===== src/rtl/pipe_y_sequencer.sv =====
// Pipe-gap Y table sequencer: IDLE/FILL/RUN/HALT control, scroll divider and LFSR Y source.
// Optional macro PIPE_DELTA_LIMIT_EN limits the Y step between adjacent pipes to MAX_DELTA.
module pipe_y_sequencer #(
  parameter int          SLOT_W    = 16,
  parameter int          SLOTS     = 4,
  parameter int          TICK_DIV  = 50000,
  parameter int          Y_MIN     = 60,
  parameter int          Y_MAX     = 380,
  parameter logic [15:0] LFSR_SEED = 16'hACE1,
  parameter int          MAX_DELTA = 64
) (
  input  logic                      clk,
  input  logic                      rst,
  input  logic                      start,
  input  logic                      pause,
  input  logic                      crash,
  output logic [SLOT_W*SLOTS-1:0]   y_out,
  output logic                      y_load,
  output logic [1:0]                state,
  output logic [7:0]                spawned
);
  localparam int TW = (TICK_DIV > 2) ? $clog2(TICK_DIV) : 1;
  localparam int FW = $clog2(SLOTS + 1);
  localparam logic [9:0] RANGE = 10'(Y_MAX - Y_MIN + 1);

  typedef enum logic [1:0] {IDLE = 2'd0, FILL = 2'd1, RUN = 2'd2, HALT = 2'd3} st_t;

  st_t             st;
  logic [15:0]     lfsr, lfsr_nxt;
  logic [TW-1:0]   tick;
  logic [FW-1:0]   fill_cnt;
  logic [9:0]      r9, r;
  logic [SLOT_W-1:0] y_raw, y_new;

  assign state    = st;
  assign lfsr_nxt = {1'b0, lfsr[15:1]} ^ (lfsr[0] ? 16'hB400 : 16'h0000);

  // RANGE >= 256 guarantees a single subtraction folds r into range
  assign r9    = {1'b0, lfsr[8:0]};
  assign r     = (r9 >= RANGE) ? r9 - RANGE : r9;
  assign y_raw = SLOT_W'(Y_MIN) + SLOT_W'(r);

`ifdef PIPE_DELTA_LIMIT_EN
  logic signed [SLOT_W+1:0] prev, lo, hi, yc;
  logic                     first;

  // slot 0 is stale on the first shift of a fill, so no step limit there
  assign first = (st == FILL) && (fill_cnt == '0);

  always_comb begin
    prev = $signed({2'b00, y_out[SLOT_W-1:0]});
    lo   = prev - $signed((SLOT_W+2)'(MAX_DELTA));
    hi   = prev + $signed((SLOT_W+2)'(MAX_DELTA));
    yc   = $signed({2'b00, y_raw});
    if (!first) begin
      if (yc < lo)      yc = lo;
      else if (yc > hi) yc = hi;
    end
    if (yc < $signed((SLOT_W+2)'(Y_MIN)))      yc = $signed((SLOT_W+2)'(Y_MIN));
    else if (yc > $signed((SLOT_W+2)'(Y_MAX))) yc = $signed((SLOT_W+2)'(Y_MAX));
    y_new = yc[SLOT_W-1:0];
  end
`else
  assign y_new = y_raw;
`endif

  always_ff @(posedge clk or posedge rst) begin
    if (rst) begin
      st       <= IDLE;
      lfsr     <= LFSR_SEED;
      y_out    <= '0;
      y_load   <= 1'b0;
      spawned  <= '0;
      tick     <= '0;
      fill_cnt <= '0;
    end else begin
      lfsr   <= lfsr_nxt;
      y_load <= 1'b0;
      case (st)
        IDLE: if (start) begin
          st       <= FILL;
          fill_cnt <= '0;
          spawned  <= '0;
        end
        FILL: begin
          if (crash) begin
            st <= HALT;
          end else if (fill_cnt == FW'(SLOTS)) begin
            // table complete: hand it over one cycle after the last shift
            y_load <= 1'b1;
            st     <= RUN;
            tick   <= '0;
          end else begin
            y_out    <= {y_out[SLOT_W*(SLOTS-1)-1:0], y_new};
            fill_cnt <= fill_cnt + 1'b1;
            if (spawned != 8'hFF) spawned <= spawned + 8'd1;
          end
        end
        RUN: begin
          if (crash) begin
            st <= HALT;
          end else if (!pause) begin
            if (tick == TW'(TICK_DIV - 1)) begin
              tick   <= '0;
              y_out  <= {y_out[SLOT_W*(SLOTS-1)-1:0], y_new};
              y_load <= 1'b1;
              if (spawned != 8'hFF) spawned <= spawned + 8'd1;
            end else begin
              tick <= tick + 1'b1;
            end
          end
        end
        HALT: if (start && !crash) begin
          st       <= FILL;
          fill_cnt <= '0;
          spawned  <= '0;
          tick     <= '0;
        end
        default: st <= IDLE;
      endcase
    end
  end
endmodule


===== config.mk =====
export PLATFORM = sky130hd
export DESIGN_NAME = pipe_y_sequencer
export DESIGN_NICKNAME = d
export VERILOG_FILES = /design/src/rtl/pipe_y_sequencer.sv
export SDC_FILE = /design/constraint.sdc
export NUM_CORES = 1
export LEC_CHECK = 0
export ABC_AREA = 1
export CAP_MARGIN = 30
export CORE_MARGIN = 2
export CORE_UTILIZATION = 55
export DETAILED_ROUTE_END_ITERATION = 7
export GPL_ROUTABILITY_DRIVEN = 0
export PLACE_DENSITY_LB_ADDON = 0.12
export SLEW_MARGIN = 5
export SYNTH_ARGS = -nofsm -noshare
export SYNTH_HDL_FRONTEND = slang
export SYNTH_SLANG_ARGS = --single-unit

===== constraint.sdc =====
create_clock -name clk -period 5.8 [get_ports clk]
set_input_delay 1.74 -clock clk [delete_from_list [all_inputs] [get_ports clk]]
set_output_delay 1.74 -clock clk [all_outputs]
set_load 0.02 [all_outputs]

## Yosys cells after proc, flatten, opt, wreduce, memory -nomap -nowiden

Cells that the tools add are included.

- Register bits after elaboration: 110
- Latch bits: 0
- RAM bits: 0
- ROM bits: 0
- Output and inout port bits: 75
- Memories: 0

- Add/sub/neg operators: 5
- Multipliers: 0
- Div/mod/pow operators: 0
- Magnitude comparators: 1
- Equal/unequal tests: 16
- Shifts and indexed selects: 0
- Multiplexer cells: 41
- Bitwise gates (word level): 1
- Reductions and logical operators: 11

Operators by type and width:

| kind | number |
|---|---|
| 64-bit two-way mux | 5 |
| 64-bit one-hot mux with 2 select lines | 1 |
| 16-bit two-way mux | 7 |
| 8-bit two-way mux | 8 |
| 16-bit one-hot mux with 3 select lines | 1 |
| 8-bit one-hot mux with 4 select lines | 1 |
| 2-bit != test (second input constant) | 9 |
| 16-bit by 1-bit adder with 16-bit output (second input constant) | 1 |
| 16-bit == test (second input constant) | 1 |
| 15-bit by 16-bit bitwise XOR with 16-bit output | 1 |
| 3-bit two-way mux | 4 |
| 6-bit AND reduction | 2 |
| 6-bit by 10-bit adder with 11-bit output (first input constant) | 1 |
| 10-bit two-way mux | 1 |
| 2-bit two-way mux | 5 |
| 9-bit by 9-bit subtractor with 10-bit output (second input constant) | 1 |
| 9-bit >= comparator (second input constant) | 1 |
| 3-bit one-hot mux with 3 select lines | 1 |
| 8-bit by 1-bit adder with 8-bit output (second input constant) | 1 |
| 8-bit != test (second input constant) | 1 |
| 2-bit one-hot mux with 4 select lines | 1 |
| 7-bit AND reduction | 1 |
| 3-bit nonzero test | 2 |
| 1-bit two-way mux | 5 |
| other kinds (12) | 13 |

## Logic depth before layout (Yosys ltp)

Gate-level depths: netlist (run 1).

- Word-level depth: 7
- Depth in mapped cells: 18

## Least setup slack after synthesis (run 1)

OpenSTA, ideal clock, no wires.

- Path type: input to register
- Start: input crash
- End: register tick[14]
- Arrival time: 2778 ps
- Required time: 5729 ps
- Setup slack: 2951 ps
- Stages on the path: 11
- Path through: nand2_1 -> inv_1 -> nor3_2 -> nand2_2 -> nor2_2 -> nand2_1 -> nor2_1 -> nand2_1 -> o21ai_0 -> nand2_1 -> nor2_1

- Word-level cells in the longest chain between the ends: 4

RTL lines:

| item | line | text |
|---|---|---|
| from (decl) | 16 | `input logic crash,` |
| 1-bit logical NOT | 113 | `HALT: if (start && !crash) begin` |
| 1-bit logical AND | 113 |  |
| 2-bit != test (no line) | -- |  |
| 6-bit AND reduction (no line) * | -- |  |
| to (signal assigned) | 109 | `tick <= tick + 1'b1;` |
| to (decl) | 30 | `logic [TW-1:0] tick;` |

Every way passes the cells marked *; elsewhere a longest branch is shown, timed or not.
A chain may end at the register's enable or synchronous reset.

## Final worst setup path (run 1)

- Start: input crash
- End: register y_out[9]

- Word-level cells in the longest chain between the ends: 2

RTL lines:

| item | line | text |
|---|---|---|
| 2-bit != test (no line) | -- |  |
| 6-bit AND reduction (no line) * | -- |  |
| to (signal assigned) | 94 | `y_out <= {y_out[SLOT_W*(SLOTS-1)-1:0], y_new};` |
| to (signal assigned) | 105 | `y_out <= {y_out[SLOT_W*(SLOTS-1)-1:0], y_new};` |
| to (decl) | 17 | `output logic [SLOT_W*SLOTS-1:0] y_out,` |

Marks and branches as above.

==> results of run 1 <==
-- layer usage --
layer	wire, µm	vias up	track usage (%)
met3	308	4	5.22
met2	4100	70	35.9
li1	-	1718	-
met5	0	-	0
met4	48	0	4.35
met1	3900	1644	26.2
-- how the worst max path moves through the flow --
stage | startpoint | to | slack, ns
2_1_floorplan | rst | fill_cnt[0]$_DFFE_PP0P_ | 1.74
3_5_place_dp | crash | y_out[9]$_DFFE_PP0P_ | 1.80
5_1_grt | crash | y_out[9]$_DFFE_PP0P_ | 1.83
4_1_cts | crash | y_out[9]$_DFFE_PP0P_ | 2.17
3_3_place_gp | crash | y_out[9]$_DFFE_PP0P_ | 1.88
6_report | crash | y_out[9]$_DFFE_PP0P_ | 2.13
-- cell usage after synthesis (2+ instances only) --
library cell    n  area, µm²
a21oi_1        15       75.1
a31oi_1         2       12.5
buf_2           4       20.0
buf_4          24        180
buf_6           4       45.0
dfrtp_1        82       2050
dfstp_2         8        210
ha_1           11        138
inv_1          66        248
inv_2           3       11.3
nand2_1       123        462
nand2_2         5       31.3
nand3_1        22        110
nand4_1        10       62.6
nor2_1         27        101
nor2_2          2       12.5
nor3_1         14       70.1
o21a_1          2       15.0
o21ai_0        33        165
o21ai_1         8       40.0
o21ai_2        10       87.6
o22ai_1         3       18.8
o31ai_1         6       45.0
or2_2           2       12.5
xnor2_1         5       43.8
xor2_1         10       87.6
-- logic make-up (layout without fill, tap and decap cells) --
logic type	Yosys count	after routing	synth area share [%]
adders and majority gates	11	11	3.10
buffers and inverters	101	147	11.4
xor gates and xnor gates	15	15	2.96
DFF	90	90	51.0
AOI/OAI and AO/OA	81	81	10.7
and+or+nand+nor	212	212	20.8
other	1	20	0.0845
-- stage by stage --
stage	setup WS, ns	hold slack [ns]
2_1_floorplan	1.74	0.331
3_3_place_gp	1.88	0.333
3_5_place_dp	1.80	0.338
4_1_cts	2.17	0.361
5_1_grt	1.83	0.381
6_report	2.13	0.356
-- final cells by class --
cell class	instances	area, µm²	area share (%)
clock buffers	9	124	2.38
well taps	102	128	2.45
flip-flops and latches	90	2260	43.4
inverters	69	260	5.00
multi-input cells	339	1740	33.4
clock inverters	7	60.1	1.15
repair buffers	62	633	12.2
-- registers in the layout, summed over array words and instances (netlist names) --
name      count
fill_cnt      3
lfsr         16
spawned       8
state         2
tick         16
y_load        1
y_out        44
-- power by group through the flow --
stage | Sequential [W] | Combinational [W] | Clock (W)
6_report | 0.000776 | 0.000809 | 0.000399
5_1_grt | 0.000789 | 0.000903 | 0.000437
4_1_cts | 0.000777 | 0.000815 | 0.000415
3_5_place_dp | 0.000789 | 0.000809 | 0
3_3_place_gp | 0.000787 | 0.000785 | 0
2_1_floorplan | 0.000859 | 0.000552 | 0
==> key figures, run 1 <==
Outcome
  – Status: finished clean

STA
  – Tightest Pin Transition: 0.589 ns
  – Slew Limit Fails: 0
  – Setup TNS: 0 ns
  – Setup Skew: between 0.009 and 0.01 ns
  – Max_slew headroom: between 60% and 70%
  – Fin crit share: between 60% and 70%
  – Fmax: 0.272 GHz
  – Final count of hold timing violations: 0
  – RSZ-0062 raised after global routing: false
  – Crit path time final: between 3 and 4 ns
  – Final setup viols: 0

Yosys
  – Yosys cell types: 36
  – FFs w/ async S/R, synth: 100%
  – Number of synthesis warnings: 0
  – Dominant synthesized flop cell: dfrtp_1
  – Number of synthesized register bits: 90
  – Post-Syn Instances: roughly 510
  – Avg Cell Area, Syn: 8.68 µm²
  – Mapped Area: around 0.0044 mm²
  – EDFF count, synth: 0
  – Register area share after synthesis: 51.0%

CTS
  – H-Tree Depth: 3
  – Worst-path clk slew: 0.09 ns
  – Hold_buf cts: 0
  – Clk sink count: 90
  – Clk_lat worst skew: 0.35 ns
  – TritonCTS Buffers: 9
  – TritonCTS clock tree: yes
  – Post-CTS Setup Bufs: 0
  – Root Buffer Master: clkbuf_8
  – Post-cts sizing count: 0
  – Clk buf depth: 2

Worst setup path
  – CP arrival: 3.94 ns
  – Reg-to-reg endpoint: y_out[9]$_DFFE_PP0P_
  – Buf+Inv Stages, Crit Path: 3
  – Crit path max-delay family: buffers and inverters
  – Element type at the critical path end: flip-flop
  – Critical Path Stages: 9
  – CP max FO: 48
  – R2r setup slk: about 3.2 ns
  – Worst setup SP type: primary input
  – Crit-path slowest cell: inv_2
  – CP Cell Sequence: clkdlybuf4s50_1 > nand2_1 > o21ai_1 > nor3_1 > nand3b_2 > buf_4 > inv_2 > nand2_1 > a21oi_1
  – CP peak stage delay: 0.51 ns
  – Most frequent CP cell: nand2_1
  – RR Startpoint: state[1]$_DFFE_PP0P_
  – Critical path type: primary input to flip-flop
  – Reg2Reg Depth: 10
  – Critical Path RT: 6.07 ns

Routing
  – Initial DRC Count: roughly 200
  – Antenna viol nets, final: 0
  – Post-route DRC: 0
  – Routed wire per std cell: 12.3 µm
  – Via count: 3436
  – Drt via density: 5.07
  – Routed WL: 8360 µm
  – Drt pass-1 iters: 4

Pwr
  – Power per cell area: 381 mW/mm²
  – Pint: between 0.001 and 0.0015 W
  – Switching power share of the total: 42.3%
  – Maximum vdd drop: 0.274 mV
  – Leakage: 2.49 nW
  – Logic gate share of total power: around two fifths
  – Clock power share: about a fifth
  – Sw Pwr: between 0.0008 and 0.0009 W
  – Flop pwr share: 39.1%
  – Total power draw: 0.00198 W

Job
  – Max cap viols: 0

Global route
  – Largest net degree at the start of global routing: 51
  – Vias in the first global route: between 3000 and 4000
  – Initial antenna violation count: 0
  – First-pass GRT wire length: between 10000 and 15000 µm
  – Global route overflow: 0
  – Total global-route track usage: 20.7%

Die
  – Cell Rows: 32
  – Die Ht: between 90 and 100 µm
  – Initial Util: 57.1%
  – IO Pins: 80
  – Core Region: 0.00777 mm²
  – DIE WIDTH: 93.8 µm
  – Die area: 0.00880 mm²

Place
  – IO buf count: 59
  – Placed insts: between 600 and 700
  – Dpl hpwl: about 6000 µm
  – Placed inst area: ~0.005 mm²

Final layout
  – Fin cells: 678
  – Area Overhead vs Synth: 17.4%
  – Share of cells above drive strength 1: 9.20%
  – Final instance area: 0.00521 mm²
  – Diode count: 0
  – Post-layout util: approximately two thirds
  – # nets final: about 590
  – Most common cell after layout, fill and taps aside: nand2_1
  – Fillers: 651
  – Commonest cells after routing, fill and taps aside: nand2_1 (123), dfrtp_1 (82), inv_1 (65)

Worst hold path
  – Hold Path Sink: lfsr[8]$_DFF_PP0_
  – Hold depth: 0
  – Hold Crit Class: flip-flop to flip-flop
  – Worst hold start: lfsr[9]$_DFF_PP0_
(Power assumes the default switching activity.)
==> run 2, diff against run 1 <==
--- a/config.mk
+++ b/config.mk
@@ -8,7 +8,7 @@
 export ABC_AREA = 1
 export CAP_MARGIN = 30
 export CORE_MARGIN = 2
-export CORE_UTILIZATION = 55
+export CORE_UTILIZATION = 53
 export DETAILED_ROUTE_END_ITERATION = 7
 export GPL_ROUTABILITY_DRIVEN = 0
 export PLACE_DENSITY_LB_ADDON = 0.12
==> constraint.sdc (replaced) <==
create_clock -name clk -period 3.75 [get_ports clk]
set_input_delay 1.125 -clock clk [delete_from_list [all_inputs] [get_ports clk]]
set_output_delay 1.125 -clock clk [all_outputs]
set_load 0.02 [all_outputs]
==> key figures, run 2 (same netlist as run 1, synthesis figures left out) <==
CTS
  – TritonCTS clock tree: yes
  – Post-cts sizing count: 0
  – TritonCTS Buffers: 9
  – Root Buffer Master: clkbuf_8
  – Post-CTS Setup Bufs: 0
  – H-Tree Depth: 3
  – Clk_lat worst skew: 0.37 ns
  – Worst-path clk slew: ~0.09 ns
  – Clk buf depth: 2
  – Hold_buf cts: 0
  – Clk sink count: 90

Routing
  – Routed wire per std cell: 12.4 µm
  – Drt pass-1 iters: 4
  – Drt via density: between 5 and 6
  – Initial DRC Count: between 150 and 200
  – Via count: between 3000 and 4000
  – Antenna viol nets, final: 0
  – Post-route DRC: 0
  – Routed WL: roughly 8400 µm

Final layout
  – Number of flip-flops in the largest register: 44
  – Most common cell after layout, fill and taps aside: nand2_1
  – Final instance area: roughly 0.0052 mm²
  – # nets final: 586
  – Area Overhead vs Synth: 17.3%
  – Largest Register: y_out
  – Commonest cells after routing, fill and taps aside: nand2_1 (123), dfrtp_1 (82), inv_1 (65)
  – Diode count: 0
  – Biggest regs: y_out x44, lfsr x16, tick x16
  – Share of cells above drive strength 1: 9.04%

Pwr
  – Logic gate share of total power: about 41%
  – Sw Pwr: 0.00132 W
  – Maximum vdd drop: between 0.4 and 0.5 mV
  – Switching power share of the total: 42.7%
  – Power per cell area: a little under 600 mW/mm²
  – Flop pwr share: 38.7%
  – Leakage: 2.49 nW
  – Pint: 0.00178 W
  – Clock power share: 20.7%

STA
  – Setup Skew: 0.0121 ns
  – Slew Limit Fails: 0
  – Max_slew headroom: 59.6%
  – Setup TNS: 0 ns
  – Fmax: 0.372 GHz
  – Final count of hold timing violations: 0
  – Final setup viols: 0
  – Fin crit share: a little under three quarters
  – RSZ-0062 raised after global routing: false
  – Tightest Pin Transition: 0.605 ns
  – Crit path time final: 2.69 ns

Worst setup path
  – CP max FO: 41
  – Critical path type: primary input to flip-flop
  – CP Cell Sequence: clkdlybuf4s50_1 > nand2_1 > o21ai_1 > nor3_1 > nand3b_2 > inv_2 > nand2_1 > a21oi_1
  – CP peak stage delay: 0.46 ns
  – Most frequent CP cell: nand2_1
  – R2r setup slk: ~1.2 ns
  – Crit-path slowest cell: clkdlybuf4s50_1
  – Buf+Inv Stages, Crit Path: 2
  – RR Startpoint: lfsr[0]$_DFF_PP1_
  – Worst setup SP type: primary input
  – CP arrival: between 2 and 3 ns
  – Element type at the critical path end: flip-flop
  – Crit path max-delay family: buffers and inverters
  – Crit. Startpoint: crash
  – Critical Path RT: 4.04 ns

Worst hold path
  – Hold Crit Class: flip-flop to flip-flop
  – Worst hold start: lfsr[12]$_DFF_PP0_

Global route
  – Total global-route track usage: 19.9%
  – Initial antenna violation count: 0
  – Largest net degree at the start of global routing: 91
  – Vias in the first global route: 3214
  – Global route overflow: 0
  – First-pass GRT wire length: ~14000 µm

Die
  – Initial Util: 54.3%
  – Die Ht: 95.5 µm
  – Cell Rows: 33
  – Core Region: slightly above 0.008 mm²
  – Die area: 0.00912 mm²
  – IO Pins: 80
  – DIE WIDTH: 95.5 µm

Place
  – Placed inst area: 0.00501 mm²
  – Dpl hpwl: 5880 µm
  – IO buf count: slightly below 60

Outcome
  – Status: finished clean

Job
  – Max cap viols: 0
## run 2: worst register-to-register path: cells and delay by family, from the launching register on
kind / cells / cell delay (ns)
AND/OR/NAND/NOR: 9 / 0.98
buffers and inverters: 3 / 0.25
AO/OA/AOI/OAI: 1 / 0.13
adder cells (fa/ha/maj): 2 / 0.47
flip-flops: 1 / 0.63
## run 2: power by group through the flow
stage	Clock [W]	Sequential (W)	Combinational [W]
finish	0.000641	0.00120	0.00126
floorplan	0	0.00133	0.000854
global route	0.000700	0.00122	0.00142
detailed placement	0	0.00122	0.00127
CTS	0.000663	0.00120	0.00127
global placement	0	0.00122	0.00124
## run 2: through the flow
| stage | setup slack, ns | std cells | hold WS, ns | total power (W) | util, % |
|---|---|---|---|---|---|
| detailed placement | 0.674 | 664 | 0.340 | 0.00249 | 61.3 |
| floorplan | 0.303 | 530 | 0.331 | 0.00218 | - |
| global route | 0.764 | 680 | 0.377 | 0.00334 | 63.7 |
| global placement | 0.733 | 664 | 0.336 | 0.00245 | 61.3 |
| CTS | 1.05 | 680 | 0.363 | 0.00314 | 63.7 |
| finish | 1.06 | 680 | 0.361 | 0.00310 | 63.7 |
## run 2: final timing paths
check / endpoint / depth (start not counted)
min in group asynchronous: tick[6]$_DFFE_PP0P_ / 3
max in group asynchronous: lfsr[15]$_DFF_PP1_ / 3
max reg2reg: y_out[8]$_DFFE_PP0P_ / 15
max: y_out[9]$_DFFE_PP0P_ / 8
min reg2reg: lfsr[11]$_DFF_PP1_ / 0
min: lfsr[11]$_DFF_PP1_ / 0
## run 2: layer usage
metal,part of all wire [%],vias up,track usage [%],routed length (µm)
li1,-,1726,-,-
met4,1.0,0,7.02,85
met2,46,83,31.9,3840
met5,0,-,0,0
met3,4.9,8,2.92,412
met1,48,1608,27.9,4090
## run 2: final cells by class
cell class,instances,area [µm²]
fillers,711,2970
clock buffers,9,124
repair buffers,61,618
well taps,105,131
inverters,69,260
flip-flops and latches,90,2260
clock inverters,7,68.8
multi-input cells,339,1740
==> run 3, diff against run 2 <==
--- a/config.mk
+++ b/config.mk
@@ -8,7 +8,7 @@
 export ABC_AREA = 1
 export CAP_MARGIN = 30
 export CORE_MARGIN = 2
-export CORE_UTILIZATION = 53
+export CORE_UTILIZATION = 48
 export DETAILED_ROUTE_END_ITERATION = 7
 export GPL_ROUTABILITY_DRIVEN = 0
 export PLACE_DENSITY_LB_ADDON = 0.12
==> constraint.sdc (replaced) <==
create_clock -name clk -period 2.4 [get_ports clk]
set_input_delay 0.72 -clock clk [delete_from_list [all_inputs] [get_ports clk]]
set_output_delay 0.72 -clock clk [all_outputs]
set_load 0.02 [all_outputs]
==> key figures, run 3 (same netlist as run 1, synthesis figures left out) <==
Global route
  – Vias in the first global route: 3276
  – Global route overflow: 0
  – Initial antenna violation count: 0
  – First-pass GRT wire length: 14700 µm
  – Total global-route track usage: between 10% and 20%
  – Largest net degree at the start of global routing: 91
  – GRT met1 Usage: 24.5%
  – Busiest grt layer: met2
  – GR Layer Usage met2: 29.1%
  – Met3 Use GR: 2.92%

Worst setup path
  – Element type at the critical path end: flip-flop
  – CP arrival: roughly 2.5 ns
  – Critical Path RT: 2.65 ns
  – CP max FO: 7
  – Worst setup SP type: flip-flop
  – Critical path type: flip-flop to flip-flop

Routing
  – Routed wire per std cell: 11.9 µm
  – Antenna viol nets, final: 0
  – Drt pass-1 iters: 4
  – Routed WL: 8420 µm
  – Drt via density: between 4 and 5
  – Initial DRC Count: about 190
  – Via count: 3435
  – Post-route DRC: 0

Pwr
  – Power per cell area: 964 mW/mm²
  – Sw Pwr: 0.00209 W
  – Leakage: 2.60 nW
  – Clock power share: 20.4%
  – Pint: ~0.0032 W
  – Flop pwr share: 35.5%
  – Logic gate share of total power: 44.1%
  – Switching power share of the total: between 30% and 40%
  – Maximum vdd drop: slightly below 0.7 mV
  – Total power draw: 0.00525 W

Place
  – Placed inst area: 0.00519 mm²
  – Pre-CTS setup slack: -0.0880 ns
  – Dpl hpwl: about 6000 µm
  – IO buf count: ~60
  – Placed insts: 689

CTS
  – Clk sink count: 90
  – Clk_lat worst skew: 0.36 ns
  – TritonCTS clock tree: yes
  – H-Tree Depth: 3
  – TritonCTS Buffers: 9
  – Hold_buf cts: 0
  – Root Buffer Master: clkbuf_8
  – Worst-path clk slew: approximately 0.090 ns
  – Clk buf depth: 2

Final layout
  – Share of cells above drive strength 1: 12.7%
  – Number of flip-flops in the largest register: 44
  – Commonest cells after routing, fill and taps aside: nand2_1 (123), dfrtp_1 (82), inv_1 (65)
  – Largest Register: y_out
  – Fin cells: 708
  – Area Overhead vs Synth: 22.7%
  – Most common cell after layout, fill and taps aside: nand2_1
  – Biggest regs: y_out x44, lfsr x16, tick x16
  – # nets final: 608
  – Diode count: 0
  – Final instance area: ~0.0054 mm²

Die
  – Die area: 0.0100 mm²
  – IO Pins: 80
  – Initial Util: 48.7%
  – Cell Rows: 35
  – Die Ht: 100 µm
  – DIE WIDTH: 100 µm
  – Core Region: 0.00911 mm²

STA
  – Fin crit share: 91.8%
  – Final WS setup: 0.197 ns
  – Setup Skew: 0.0112 ns
  – Fmax: 0.454 GHz
  – Crit path time final: 2.20 ns
  – Setup TNS: 0 ns
  – Final setup viols: 0
  – Final count of hold timing violations: 0
  – Slew Limit Fails: 0

Job
  – Max cap viols: 0

Worst hold path
  – Hold Crit Class: flip-flop to flip-flop

Outcome
  – Status: finished clean
==> run 3: cell types whose count changed in the layout (fill, tap and decap cells not counted), sizes merged <==
cell,change
buf,+22
clkinv,-3
inv,-2
clkinvlp,+4
bufinv,+1
==> run 3: worst paths after layout <==
| kind | startpoint | end | slack, ns | cells past startpoint |
|---|---|---|---|---|
| hold reg to reg | lfsr[12]$_DFF_PP0_ | lfsr[11]$_DFF_PP1_ | 0.36 | 0 |
| setup reg to reg | lfsr[0]$_DFF_PP1_ | y_out[8]$_DFFE_PP0P_ | 0.20 | 15 |
| hold / removal | lfsr[12]$_DFF_PP0_ | lfsr[11]$_DFF_PP1_ | 0.36 | 0 |
| max in group asynchronous | rst | lfsr[13]$_DFF_PP1_ | 1.17 | 3 |
| setup / recovery | lfsr[0]$_DFF_PP1_ | y_out[8]$_DFFE_PP0P_ | 0.20 | 15 |
| min in group asynchronous | rst | y_out[49]$_DFFE_PP0P_ | 0.82 | 3 |
==> run 3: power by group through the flow <==
stage / Combinational (W) / Sequential [W] / Clock [W]
floorplan: 0.00134 / 0.00208 / 0
global placement: 0.00228 / 0.00189 / 0
detailed placement: 0.00233 / 0.00190 / 0
CTS: 0.00234 / 0.00187 / 0.00112
global route: 0.00256 / 0.00190 / 0.00117
finish: 0.00231 / 0.00186 / 0.00107
==> run 3: layer usage <==
layer  vias to the layer above  share of wire [%]
met5                         -                  0
met4                         0                1.6
met3                        10                3.8
met2                        78                 46
met1                      1591                 48
li1                       1756                  -
==> run 3: repair_timing <==
action                                  in CTS  in global routing
gates resized for setup                      0                  4
buffers inserted                             0                  3
endpoints found under the setup margin       0                  3
==> run 3: layout make-up <==
| cell class | instances | area, µm² |
|---|---|---|
| well taps | 111 | 139 |
| multi-input cells | 339 | 1760 |
| clock buffers | 9 | 124 |
| fillers | 791 | 3660 |
| inverters | 69 | 263 |
| clock inverters | 7 | 86.3 |
| repair buffers | 83 | 808 |
| flip-flops and latches | 90 | 2260 |
==> run 3: through the flow <==
stage                     hold WS (ns)  utilization (%)
final                            0.356             59.8
after global routing             0.392             59.8
after CTS                        0.359             59.3
after detailed placement         0.338             57.0
after global placement           0.336             57.0
after floorplan                  0.331                -
==> run 3: critical path, cell delays in order, from the launching register on <==
cell and delay, ns:
dfstp_2 0.55, inv_1 0.07, ha_4 0.18, nand4_1 0.10, nand2_2 0.11, nand2_4 0.12, nand2_1 0.07, o21ai_2 0.08
inv_1 0.09, ha_1 0.20, inv_1 0.06, nor2_1 0.05, nand2_1 0.12, nand4_1 0.15, nand3_1 0.11, nand2_1 0.05
